`src/rtl/lut_ram_arbiter_pkg.sv`:
```
// rtl/lut_ram_arbiter_pkg.sv - shared types and constants for the lut_ram front end
package lut_ram_arbiter_pkg;

    typedef enum logic {ST_INIT, ST_RUN} arb_state_t;

    localparam int NUM_PORTS = 2;

endpackage

```
`src/rtl/lut_ram_arbiter_rr.sv`:
```
// rtl/lut_ram_arbiter_rr.sv - stateless two-requester round-robin grant
module rr_arbiter_2
    import lut_ram_arbiter_pkg::*;
(
    input  logic                 en,
    input  logic [NUM_PORTS-1:0] req_valid,
    input  logic                 prio,
    output logic [NUM_PORTS-1:0] grant
);

    always_comb begin
        grant = '0;
        if (en) begin
            if (&req_valid) begin
                grant = prio ? 2'b10 : 2'b01;
            end else begin
                grant = req_valid;
            end
        end
    end

endmodule

```
`src/rtl/lut_ram_arbiter.sv`:
```
// rtl/lut_ram_arbiter.sv - clears an external lut_ram after reset, then shares it between two ports
module lut_ram_arbiter
    import lut_ram_arbiter_pkg::*;
#(
    parameter int LUT_WIDTH      = 32,
    parameter int LUT_DEPTH      = 256,
    parameter int CLEAR_ON_RESET = 1,
    localparam int AW            = $clog2(LUT_DEPTH)
) (
    input  logic                                clk,
    input  logic                                rst,
    input  logic [NUM_PORTS-1:0]                req_valid,
    output logic [NUM_PORTS-1:0]                req_ready,
    input  logic [NUM_PORTS-1:0]                req_we,
    input  logic [NUM_PORTS-1:0][AW-1:0]        req_addr,
    input  logic [NUM_PORTS-1:0][LUT_WIDTH-1:0] req_wdata,
    output logic [NUM_PORTS-1:0]                rsp_valid,
    output logic [LUT_WIDTH-1:0]                rsp_rdata,
    output logic                                init_done,
    output logic                                ram_wr_en,
    output logic [AW-1:0]                       ram_wr_addr,
    output logic [LUT_WIDTH-1:0]                ram_wr_data,
    output logic [AW-1:0]                       ram_rd_addr,
    input  logic [LUT_WIDTH-1:0]                ram_rd_data
);

    arb_state_t           state;
    logic [AW-1:0]        init_cnt;
    logic                 prio;
    logic [NUM_PORTS-1:0] grant;
    logic                 sel;
    logic                 accept;
    logic                 run;

    assign run       = (state == ST_RUN);
    assign init_done = run;
    assign sel       = grant[1];
    assign accept    = |grant;
    assign req_ready = grant;

    rr_arbiter_2 u_arb (
        .en        (run),
        .req_valid (req_valid),
        .prio      (prio),
        .grant     (grant)
    );

    // Only one op reaches the RAM per cycle; unused ports are parked at zero.
    always_comb begin
        ram_wr_en   = 1'b0;
        ram_wr_addr = '0;
        ram_wr_data = '0;
        ram_rd_addr = '0;
        if (!run) begin
            ram_wr_en   = 1'b1;
            ram_wr_addr = init_cnt;
        end else if (accept) begin
            if (req_we[sel]) begin
                ram_wr_en   = 1'b1;
                ram_wr_addr = req_addr[sel];
                ram_wr_data = req_wdata[sel];
            end else begin
                ram_rd_addr = req_addr[sel];
            end
        end
    end

    always_ff @(posedge clk) begin
        if (rst) begin
            state     <= (CLEAR_ON_RESET != 0) ? ST_INIT : ST_RUN;
            init_cnt  <= '0;
            prio      <= 1'b0;
            rsp_valid <= '0;
            rsp_rdata <= '0;
        end else begin
            rsp_valid <= '0;
            if (!run) begin
                init_cnt <= init_cnt + 1'b1;
                if (init_cnt == AW'(LUT_DEPTH - 1)) begin
                    state <= ST_RUN;
                end
            end
            if (accept) begin
                prio <= ~sel;
                if (!req_we[sel]) begin
                    rsp_valid <= grant;
                    rsp_rdata <= ram_rd_data;
                end
            end
        end
    end

endmodule

```
`config.mk`:
```
export PLATFORM = sky130hd
export DESIGN_NAME = lut_ram_arbiter
export DESIGN_NICKNAME = d
export VERILOG_FILES = /design/src/rtl/lut_ram_arbiter_pkg.sv /design/src/rtl/lut_ram_arbiter_rr.sv /design/src/rtl/lut_ram_arbiter.sv
export SDC_FILE = /design/constraint.sdc
export NUM_CORES = 1
export LEC_CHECK = 0
export BUFFER_PORTS_ARGS = -buffer_cell sky130_fd_sc_hd__buf_2
export CAP_MARGIN = 20
export CORE_MARGIN = 2
export CORE_UTILIZATION = 43
export CTS_CLUSTER_SIZE = 40
export DETAILED_ROUTE_END_ITERATION = 7
export PLACE_DENSITY = 0.86
export SYNTH_ARGS = -nofsm -noshare
export SYNTH_HDL_FRONTEND = slang
export SYNTH_HIERARCHICAL = 1
export SYNTH_SLANG_ARGS = --single-unit
```
`constraint.sdc`:
```
create_clock -name clk -period 2.52 [get_ports clk]
set_input_delay 0.378 -clock clk [delete_from_list [all_inputs] [get_ports clk]]
set_output_delay 0.378 -clock clk [all_outputs]
set_load 0.02 [all_outputs]
```
==> results.py, run 1 <==
metrics = {
    "synth": {
        "netlist_instances": 307,
        "ys_seq_area_frac": 0.329,
        "syn_nets": 426,
        "yosysWarnings": 6,
        "ys_async_sr_fraction": 0,
        "synth_ff_type": "dfxtp_1",
        "ys_types": 31,
        "ys_ff_latch": 44,
        "synth_edf_count": 0,
        "syn_area_per_cell_um2": 8.71,
        "mappedNetlistArea_um2": 2670,
    },
    "floorplanning": {
        "die_area_um2": 6860,
        "start_util": 0.449,
        "die_h_um": 82.9,
        "fp-row-count": 28,
        "design.core.area_um2": 5960,
        "die_width_um": 82.9,
        "num_io_pins": 204,
    },
    "timing": {
        "setup_viol": 0,
        "fmaxAchievable_ghz": 0.424,
        "finalCritPeriodShare": 0.936,
        "setup_tns_ps": 0,
        "finalHoldViolCount": 0,
        "relSlewSlack": 0.382,
        "slew_violations": 0,
        "setup_ws_ps": 162,
        "tightest_slew_ps": 927,
        "fin_worst_skew_ps": 9.33,
        "hold-worst-slack_ps": 293,
        "min_period_ps": 2360,
        "grt_setup_unrepaired": "no",
    },
    "worst_setup_path": {
        "cp-start-kind": "flip-flop",
        "worst-path-max-fanout": 21,
        "criticalPathCategory": "flip-flop to output pin",
        "rrSetupSlack_ps": 940,
        "r2r_cells": 7,
        "rr_endpoint": "rsp_rdata[0]",
        "reg2reg_from": "init_done",
        "end_kind": "output pin",
        "crit_required_ps": 2140,
        "critPathArrivalTime_ps": 1980,
    },
    "grt": {
        "grt.total_usage": 0.218,
        "grt_pass1_vias": 2629,
        "grt_first_pass_wirelength_mm": 12.5,
        "antenna_found_initial": 0,
        "grt_max_degree": 77,
        "overflow": 0,
    },
    "cells_and_area": {
        "syn2layout_area_growth_pct": 46.9,
        "finish.utilization": 0.660,
        "layout-drive-gt1-share": 0.452,
        "fin_nets": 625,
        "final_area_um2": 3930,
        "layout.cells.non_filler": 582,
        "n_antenna_cell": 0,
        "nFillCells": 515,
    },
    "route": {
        "via_count": 2864,
        "firstDrtPassIters": 4,
        "viasPerCell": 4.92,
        "drcViolationCount": 0,
        "routedWlPerCell_um": 13.8,
        "antenna_left": 0,
        "routed_wl_mm": 8.05,
        "dr.first_iter.drc_count": 44,
    },
    "power_and_ir_drop": {
        "vdd_drop_max_mv": 0.304,
        "pwr_density_cell_nw_per_um2": 369,
        "leakagePower_nw": 2.12,
        "power_mw": 1.45,
    },
    "place": {
        "gp_congestion": 0.824,
        "place_area_um2": 3740,
        "dpl.hpwl_mm": 6.25,
        "io_buffers": 203,
        "place_inst": 569,
        "post-place-ws_ps": 273,
    },
    "hold_path": {
        "min_to": "rsp_valid[1]",
        "worstHoldStart": "req_we[1]",
        "holdCritPathClass": "input port to flip-flop",
        "hold_depth": 2,
    },
    "cts": {
        "cts_tree": "built",
        "clk_pin_slew_ps": 80,
        "clk_path_buf_depth": 2,
        "cts.sinks": 44,
        "insertion_delay_ps": 290,
        "cts_buffers": 5,
        "htree_levels": 2,
        "clk_root_buffer_cell": "clkbuf_8",
    },
    "run": {
        "cap_violations": 0,
    },
    "outcome": {
        "outcome": "finished, final reports clean",
    },
}
## placed cells by master, fill, tap and decap left out, types with 2 or more instances in the layout
cell type	instances
or3_1	4
a21oi_1	4
buf_2	203
o21ai_0	4
mux2i_1	73
xnor2_1	2
buf_4	6
nand4_1	2
o22ai_1	7
nor2_1	47
nand2b_1	65
dfxtp_1	44
o21ai_1	2
nor3_1	2
nand2_1	5
buf_12	2
clkbuf_8	6
inv_1	10
## area by class of cell
class,instances,area [um^2],share of cell area
multi-input combinational,232,1650,0.421
clock inverter,2,38.8,0.00987
tap,75,93.8,0.0239
sequential,44,881,0.224
timing repair buffer,213,1140,0.290
inverter,10,37.5,0.00955
clock buffer,6,82.6,0.0210
## layer usage
layer | share of wire | up-vias | track usage
met1 | 0.42 | 1293 | 0.283
li1 | - | 1415 | -
met4 | 0.016 | 0 | 0.0671
met3 | 0.074 | 10 | 0.0447
met2 | 0.49 | 146 | 0.363
met5 | 0 | - | 0
## cell families (layout without fill, tap and decap cells)
group | after synthesis | count (layout) | share of synthesized area
AO/OA/AOI/OAI | 22 | 22 | 0.0491
flip-flops | 44 | 44 | 0.329
buffers and inverters | 31 | 231 | 0.0576
multiplexers | 73 | 73 | 0.273
XOR/XNOR | 3 | 3 | 0.00983
AND/OR/NAND/NOR | 133 | 133 | 0.276
adder cells (fa/ha/maj) | 1 | 1 | 0.00468
## power by group
part / internal [mW] / total (mW) / leakage (nW) / switching, mW
Combinational: 0.107 / 0.182 / 1.70 / 0.0751
Sequential: 0.699 / 0.705 / 0.355 / 0.00670
Clock: 0.324 / 0.562 / 0.0614 / 0.238
## worst max-delay path, cell delays in order, from the launching register on
cell	delay, ps
dfxtp_1	410
nand2_1	120
a21oi_4	180
buf_4	170
buf_12	180
mux2i_1	330
o22ai_1	110
buf_2	180
## worst max path at each step
stage	start	endpoint	cells past startpoint
5_1_grt	init_done	ram_wr_addr[0]	7
4_1_cts	init_done	ram_wr_addr[4]	7
3_3_place_gp	req_valid[1]	ram_wr_addr[6]	8
6_report	init_done	ram_wr_addr[0]	7
3_5_place_dp	req_valid[1]	ram_wr_addr[4]	8
2_1_floorplan	init_done	ram_wr_addr[0]	7
## sequential cells by signal (all words and copies together) (netlist names)
signal,cells
rsp_rdata,32
prio,1
init_cnt,8
init_done,1
rsp_valid,2
## cells in the mapped netlist, drive strengths merged (2+ instances only)
library cell,number,area (um^2)
nand2,5,18.8
nand2b,65,407
nor2b,2,15.0
nor2,48,188
nand4,2,12.5
o22ai,7,43.8
or3,4,25.0
nor3,2,10.0
clkbuf,8,30.0
o21ai,7,38.8
inv,10,37.5
dfxtp,44,881
buf,13,86.3
xnor2,2,17.5
a21oi,6,30.0
mux2i,73,731
## repair_timing
item,in CTS,in global routing
pin swaps,0,0
resized for setup,1,3
buffers inserted,0,4
gates cloned,0,1
hold buffers,0,0
hold endpoints to repair,0,0
endpoints found under the setup margin,6,33
Note: power is estimated with default switching activity, not from simulation.
==> run 2, diff against run 1 <==
Settings changed: CORE_UTILIZATION 43 to 41, PLACE_DENSITY 0.86 to 0.85, SYNTH_HIERARCHICAL 1 to default.
==> run 2 against run 1 <==
  * Setup slack got worse by 8.2 ps
  * Largest cell class unchanged
  * Wire length down 1.4%
  * Sequential power about the same
  * Synthesized cell count rose by 10%
  * Via count increased by 8.0%
  * Combinational power down 25%
  * Flip-flop and latch count stayed put
  * Register-to-register slack got worse by 440 ps
  * Critical endpoint is now ram_wr_addr[1]
  * Fmax down 0.35%
  * Critical path depth is 1 lower
==> results.py, run 2 <==
metrics = {
    "floorplanning": {
        "design.core.area_um2": 5540,
        "start_util": 0.429,
        "die_area_um2": 6430,
        "fp-row-count": 27,
        "num_io_pins": 204,
        "die_h_um": 80.2,
        "die_width_um": 80.2,
    },
    "worst_setup_path": {
        "criticalPathCategory": "flip-flop to output pin",
        "worst-path-max-fanout": 27,
        "cp-start-kind": "flip-flop",
        "crit_buf_inv": 2,
        "rrSetupSlack_ps": 500,
        "end_kind": "output pin",
        "crit_path_top_delay_cell": "inv_2",
        "crit_chain": "nand2b_2, nand3_2, inv_2, mux2i_1, o2bb2ai_1, buf_2",
        "critPathArrivalTime_ps": 1990,
        "crit_required_ps": 2140,
        "max_stage_delay_ps": 410,
        "path_delay_family": "buffers and inverters",
    },
    "power_and_ir_drop": {
        "pwr_density_cell_nw_per_um2": 392,
        "leakagePower_nw": 1.64,
        "vdd_drop_max_mv": 0.310,
    },
    "timing": {
        "finalHoldViolCount": 0,
        "min_period_ps": 2370,
        "relSlewSlack": 0.489,
        "tightest_slew_ps": 766,
        "fin_worst_skew_ps": 5.08,
        "finalCritPeriodShare": 0.939,
        "fmaxAchievable_ghz": 0.423,
        "grt_setup_unrepaired": "no",
        "slew_violations": 0,
        "setup_viol": 0,
        "setup_tns_ps": 0,
    },
    "synth": {
        "yosysMostFrequentCell": "nand2_1",
        "synth_edf_count": 0,
        "syn_area_per_cell_um2": 7.02,
        "synth_top_area_frac": 0.370,
        "synth_commonest_cells": "nand2_1, a21oi_1, dfxtp_1, nand3_1, nor2_1",
        "ys_seq_area_frac": 0.370,
        "ys_async_sr_fraction": 0,
        "synthTopCellsByArea": "dfxtp_1, nand2_1, a21oi_1, nand3_1, mux2i_1",
        "synth_top_area_cell": "dfxtp_1",
        "syn_nets": 458,
        "ys_ff_latch": 44,
        "netlist_instances": 339,
        "mappedNetlistArea_um2": 2380,
        "yosysWarnings": 0,
        "ys_types": 33,
        "synth_ff_type": "dfxtp_1",
    },
    "cts": {
        "hold_buffers": 0,
        "post_cts_resized": 0,
        "clk_root_buffer_cell": "clkbuf_8",
        "clk_path_buf_depth": 2,
        "clk_pin_slew_ps": 90,
        "post-cts-setup-buffers": 0,
        "cts.sinks": 44,
        "cts_buffers": 5,
        "cts_tree": "built",
        "htree_levels": 2,
        "insertion_delay_ps": 290,
    },
    "route": {
        "antenna_left": 0,
        "routedWlPerCell_um": 13.2,
        "dr.first_iter.drc_count": 131,
        "routed_wl_mm": 7.94,
        "drcViolationCount": 0,
        "firstDrtPassIters": 5,
        "viasPerCell": 5.14,
        "via_count": 3092,
    },
    "cells_and_area": {
        "final_cell_mix": "buf_2, nand2_1, a21oi_1, dfxtp_1, nand3_1",
        "largest_reg_flops": 32,
        "layout-drive-gt1-share": 0.425,
        "n_antenna_cell": 0,
        "final_area_um2": 3530,
        "regMostFlops": "rsp_rdata",
        "reg_top3": "rsp_rdata: 32 flops, init_cnt: 8 flops, rsp_valid: 2 flops",
        "nFillCells": 511,
        "layout.cells.non_filler": 602,
        "fin_nets": 648,
        "layout_commonest_cell": "buf_2",
        "finish.utilization": 0.638,
        "syn2layout_area_growth_pct": 48.5,
    },
    "place": {
        "place_inst": 594,
        "place_area_um2": 3420,
        "dpl.hpwl_mm": 6.16,
        "gp_congestion": 0.813,
        "io_buffers": 203,
    },
    "grt": {
        "antenna_found_initial": 0,
        "grt_pass1_vias": 2904,
        "grt_max_degree": 45,
        "overflow": 0,
        "grt.total_usage": 0.233,
        "grt_first_pass_wirelength_mm": 12.1,
    },
    "hold_path": {
        "holdCritPathClass": "input port to flip-flop",
    },
    "run": {
        "cap_violations": 0,
    },
    "outcome": {
        "outcome": "finished, final reports clean",
    },
}
==> run 2: changes by cell type after synthesis, sizes merged, moves of 5 or more <==
cell / delta
a21oi: +61
nor2: -32
nand3: +32
nand2: +97
inv: -5
mux2i: -64
buf: +7
nand2b: -63
==> run 2: metal layers <==
metal | share of wire | track usage | vias up
met1 | 0.36 | 0.222 | 1387
met5 | 0 | 0 | -
met3 | 0.093 | 0.0640 | 21
met2 | 0.52 | 0.463 | 159
li1 | - | - | 1525
met4 | 0.026 | 0.0915 | 0
==> run 2: worst reg2reg max path, delay by kind of cell, from the launching register on <==
family | cells | cell delay, ps
AOI/OAI and AO/OA | 2 | 720
and+or+nand+nor | 2 | 280
buffers and inverters | 2 | 620
DFF | 1 | 340
==> run 2: area by class of cell <==
cell class,count,area (um^2),area share
clock buffer,5,68.8,0.0195
clock inverter,3,46.3,0.0131
inverter,5,18.8,0.00531
multi-input combinational,262,1330,0.375
sequential,44,881,0.249
tap,72,90.1,0.0255
timing repair buffer,211,1100,0.312
==> run 2: stage by stage <==
step	setup WS [ps]	hold slack (ps)	power, mW
2_1_floorplan	581	471	0.759
3_3_place_gp	482	438	0.855
3_5_place_dp	409	446	0.860
4_1_cts	145	298	1.40
5_1_grt	18.0	303	1.44
6_report	154	312	1.38
==> run 2: kinds of logic after synthesis <==
kind of cell             count (synthesis)  synth area share
XOR/XNOR                                 5            0.0184
AND/OR/NAND/NOR                        165             0.302
adder cells (fa/ha/maj)                  1           0.00526
multiplexers                             9            0.0379
flip-flops                              44             0.370
AO/OA/AOI/OAI                           82             0.194
buffers and inverters                   33            0.0721
==> run 2: report_power, final <==
group / switching, mW / leakage, nW / internal (mW)
registers: 0.00669 / 0.355 / 0.699
logic: 0.0582 / 1.23 / 0.0792
clock network: 0.243 / 0.0548 / 0.298
==> run 2: worst paths after layout <==
| check | start | end | depth (start not counted) |
|---|---|---|---|
| setup / recovery | prio | ram_wr_addr[1] | 6 |
| hold / removal | ram_rd_data[30] | rsp_rdata[30] | 3 |
| setup reg to reg | init_done | rsp_rdata[4] | 6 |
| hold reg to reg | rsp_rdata[9] | rsp_rdata[9] | 2 |
==> run 3, diff against run 2 <==
Settings changed: CORE_UTILIZATION 41 to 43, GPL_TIMING_DRIVEN from default to 0, PLACE_DENSITY 0.85 to 0.86, SYNTH_HIERARCHICAL from default to 1.
==> run 3 against run 2 <==
  * Clock power is 3% higher
  * Critical path type unchanged
  * Wire length is 6.3% higher
  * Largest cell class unchanged
  * Clock-buffer cell count stayed put
  * Cell area is 12% higher
  * Power is 4.8% higher
  * Fmax is 1.4% lower
  * Largest power group unchanged
==> results.py, run 3 (synthesis gave the netlist of run 1 again) <==
metrics = {
    "outcome": {
        "outcome": "finished, final reports clean",
    },
    "route": {
        "dr.first_iter.drc_count": 57,
        "firstDrtPassIters": 4,
        "via_count": 2905,
        "antenna_left": 0,
        "routed_wl_mm": 8.45,
        "drcViolationCount": 0,
        "routedWlPerCell_um": 14.1,
        "viasPerCell": 4.87,
    },
    "floorplanning": {
        "die_width_um": 82.9,
        "design.core.area_um2": 5960,
        "die_h_um": 82.9,
        "start_util": 0.449,
        "num_io_pins": 204,
        "fp-row-count": 28,
        "die_area_um2": 6860,
    },
    "timing": {
        "fmaxAchievable_ghz": 0.417,
        "tightest_slew_ps": 633,
        "finalHoldViolCount": 0,
        "fin_worst_skew_ps": 7.09,
        "grt_setup_unrepaired": "yes",
        "slew_violations": 0,
        "setup_ws_ps": 122,
        "finalCritPeriodShare": 0.952,
        "min_period_ps": 2400,
        "relSlewSlack": 0.575,
        "setup_viol": 0,
    },
    "cells_and_area": {
        "regMostFlops": "rsp_rdata",
        "layout-drive-gt1-share": 0.452,
        "nFillCells": 529,
        "final_cell_mix": "buf_2, mux2i_1, nand2b_1, nor2_1, dfxtp_1",
        "finish.utilization": 0.666,
        "layout_commonest_cell": "buf_2",
        "syn2layout_area_growth_pct": 48.2,
        "final_area_um2": 3960,
        "reg_top3": "rsp_rdata: 32 flops, init_cnt: 8 flops, rsp_valid: 2 flops",
        "fin_nets": 638,
        "largest_reg_flops": 32,
    },
    "place": {
        "dpl.hpwl_mm": 6.83,
        "io_buffers": 202,
        "post-place-ws_ps": 221,
        "gp_congestion": 0.843,
        "place_area_um2": 3780,
    },
    "worst_setup_path": {
        "max_stage_delay_ps": 510,
        "end_kind": "output pin",
        "crit_required_ps": 2140,
        "criticalPathCategory": "flip-flop to output pin",
        "worst-path-max-fanout": 10,
        "cp-start-kind": "flip-flop",
        "crit_chain": "nand2_1, a21oi_2, buf_4, nor3b_4, o21ai_1, nor2_1, buf_2",
        "critPathArrivalTime_ps": 2020,
        "crit_path_top_delay_cell": "o21ai_1",
    },
    "cts": {
        "clk_root_buffer_cell": "clkbuf_8",
        "cts.sinks": 44,
        "htree_levels": 2,
        "clk_path_buf_depth": 2,
        "hold_buffers": 0,
        "cts_buffers": 5,
        "insertion_delay_ps": 300,
        "clk_pin_slew_ps": 90,
        "cts_tree": "built",
    },
    "grt": {
        "grt_max_degree": 16,
        "overflow": 0,
        "grt_first_pass_wirelength_mm": 13.3,
        "grt.total_usage": 0.234,
        "antenna_found_initial": 2,
        "grt_pass1_vias": 2841,
    },
    "power_and_ir_drop": {
        "pwr_density_cell_nw_per_um2": 366,
        "leakagePower_nw": 2.13,
        "vdd_drop_max_mv": 0.258,
    },
    "run": {
        "cap_violations": 0,
    },
    "hold_path": {
        "holdCritPathClass": "input port to flip-flop",
    },
}
run 3: through the flow:
step	cells	hold WS, ps	power [mW]	TNS [ps]
CTS	592	255	1.46	0
global placement	584	459	0.903	0
detailed placement	584	464	0.907	0
global route	597	250	1.52	-97.5
floorplan	307	455	0.796	0
finish	597	269	1.45	0
run 3: cell type report:
class                   instances  area, um^2  area share
inverters                      10        37.5     0.00947
plain buffers                  21         136      0.0344
flip-flops and latches         44         885       0.223
well taps                      75        93.8      0.0237
clock buffers                   5        68.8      0.0174
repair buffers                205        1040       0.262
diodes                          2        5.00     0.00126
clock inverters                 3        46.3      0.0117
multi-input cells             232        1650       0.417
run 3: power by group:
part | internal [mW] | switching, mW
combinational | 0.109 | 0.0777
clock | 0.299 | 0.261
sequential | 0.698 | 0.00645
run 3: critical path, delay by kind of cell, from the launching register on:
kind / cells / cell delay, ps
flops: 1 / 430
simple gates: 3 / 250
buf+inv: 2 / 370
compound gates: 2 / 670
run 3: per-layer routing:
layer / up-vias / routed length, um / GRT usage
met3: 18 / 627 / 0.0636
met5: - / 0 / 0
met2: 135 / 4200 / 0.402
met4: 0 / 165 / 0.0879
met1: 1303 / 3450 / 0.279
li1: 1449 / - / -
run 3: final timing paths:
check,end,start,depth (start not counted),slack [ps]
max,ram_rd_addr[0],init_done,7,120
min reg2reg,rsp_rdata[14],rsp_rdata[14],2,480
max reg2reg,rsp_rdata[0],init_done,7,950
min,rsp_valid[1],req_we[1],2,270
run 3: repair_timing:
action                     4_1_cts  5_1_grt
gates resized for setup          2       11
pin swaps                        0        0
gates cloned                     0        1
buffers inserted                 0        2
setup endpoints to repair       48       48
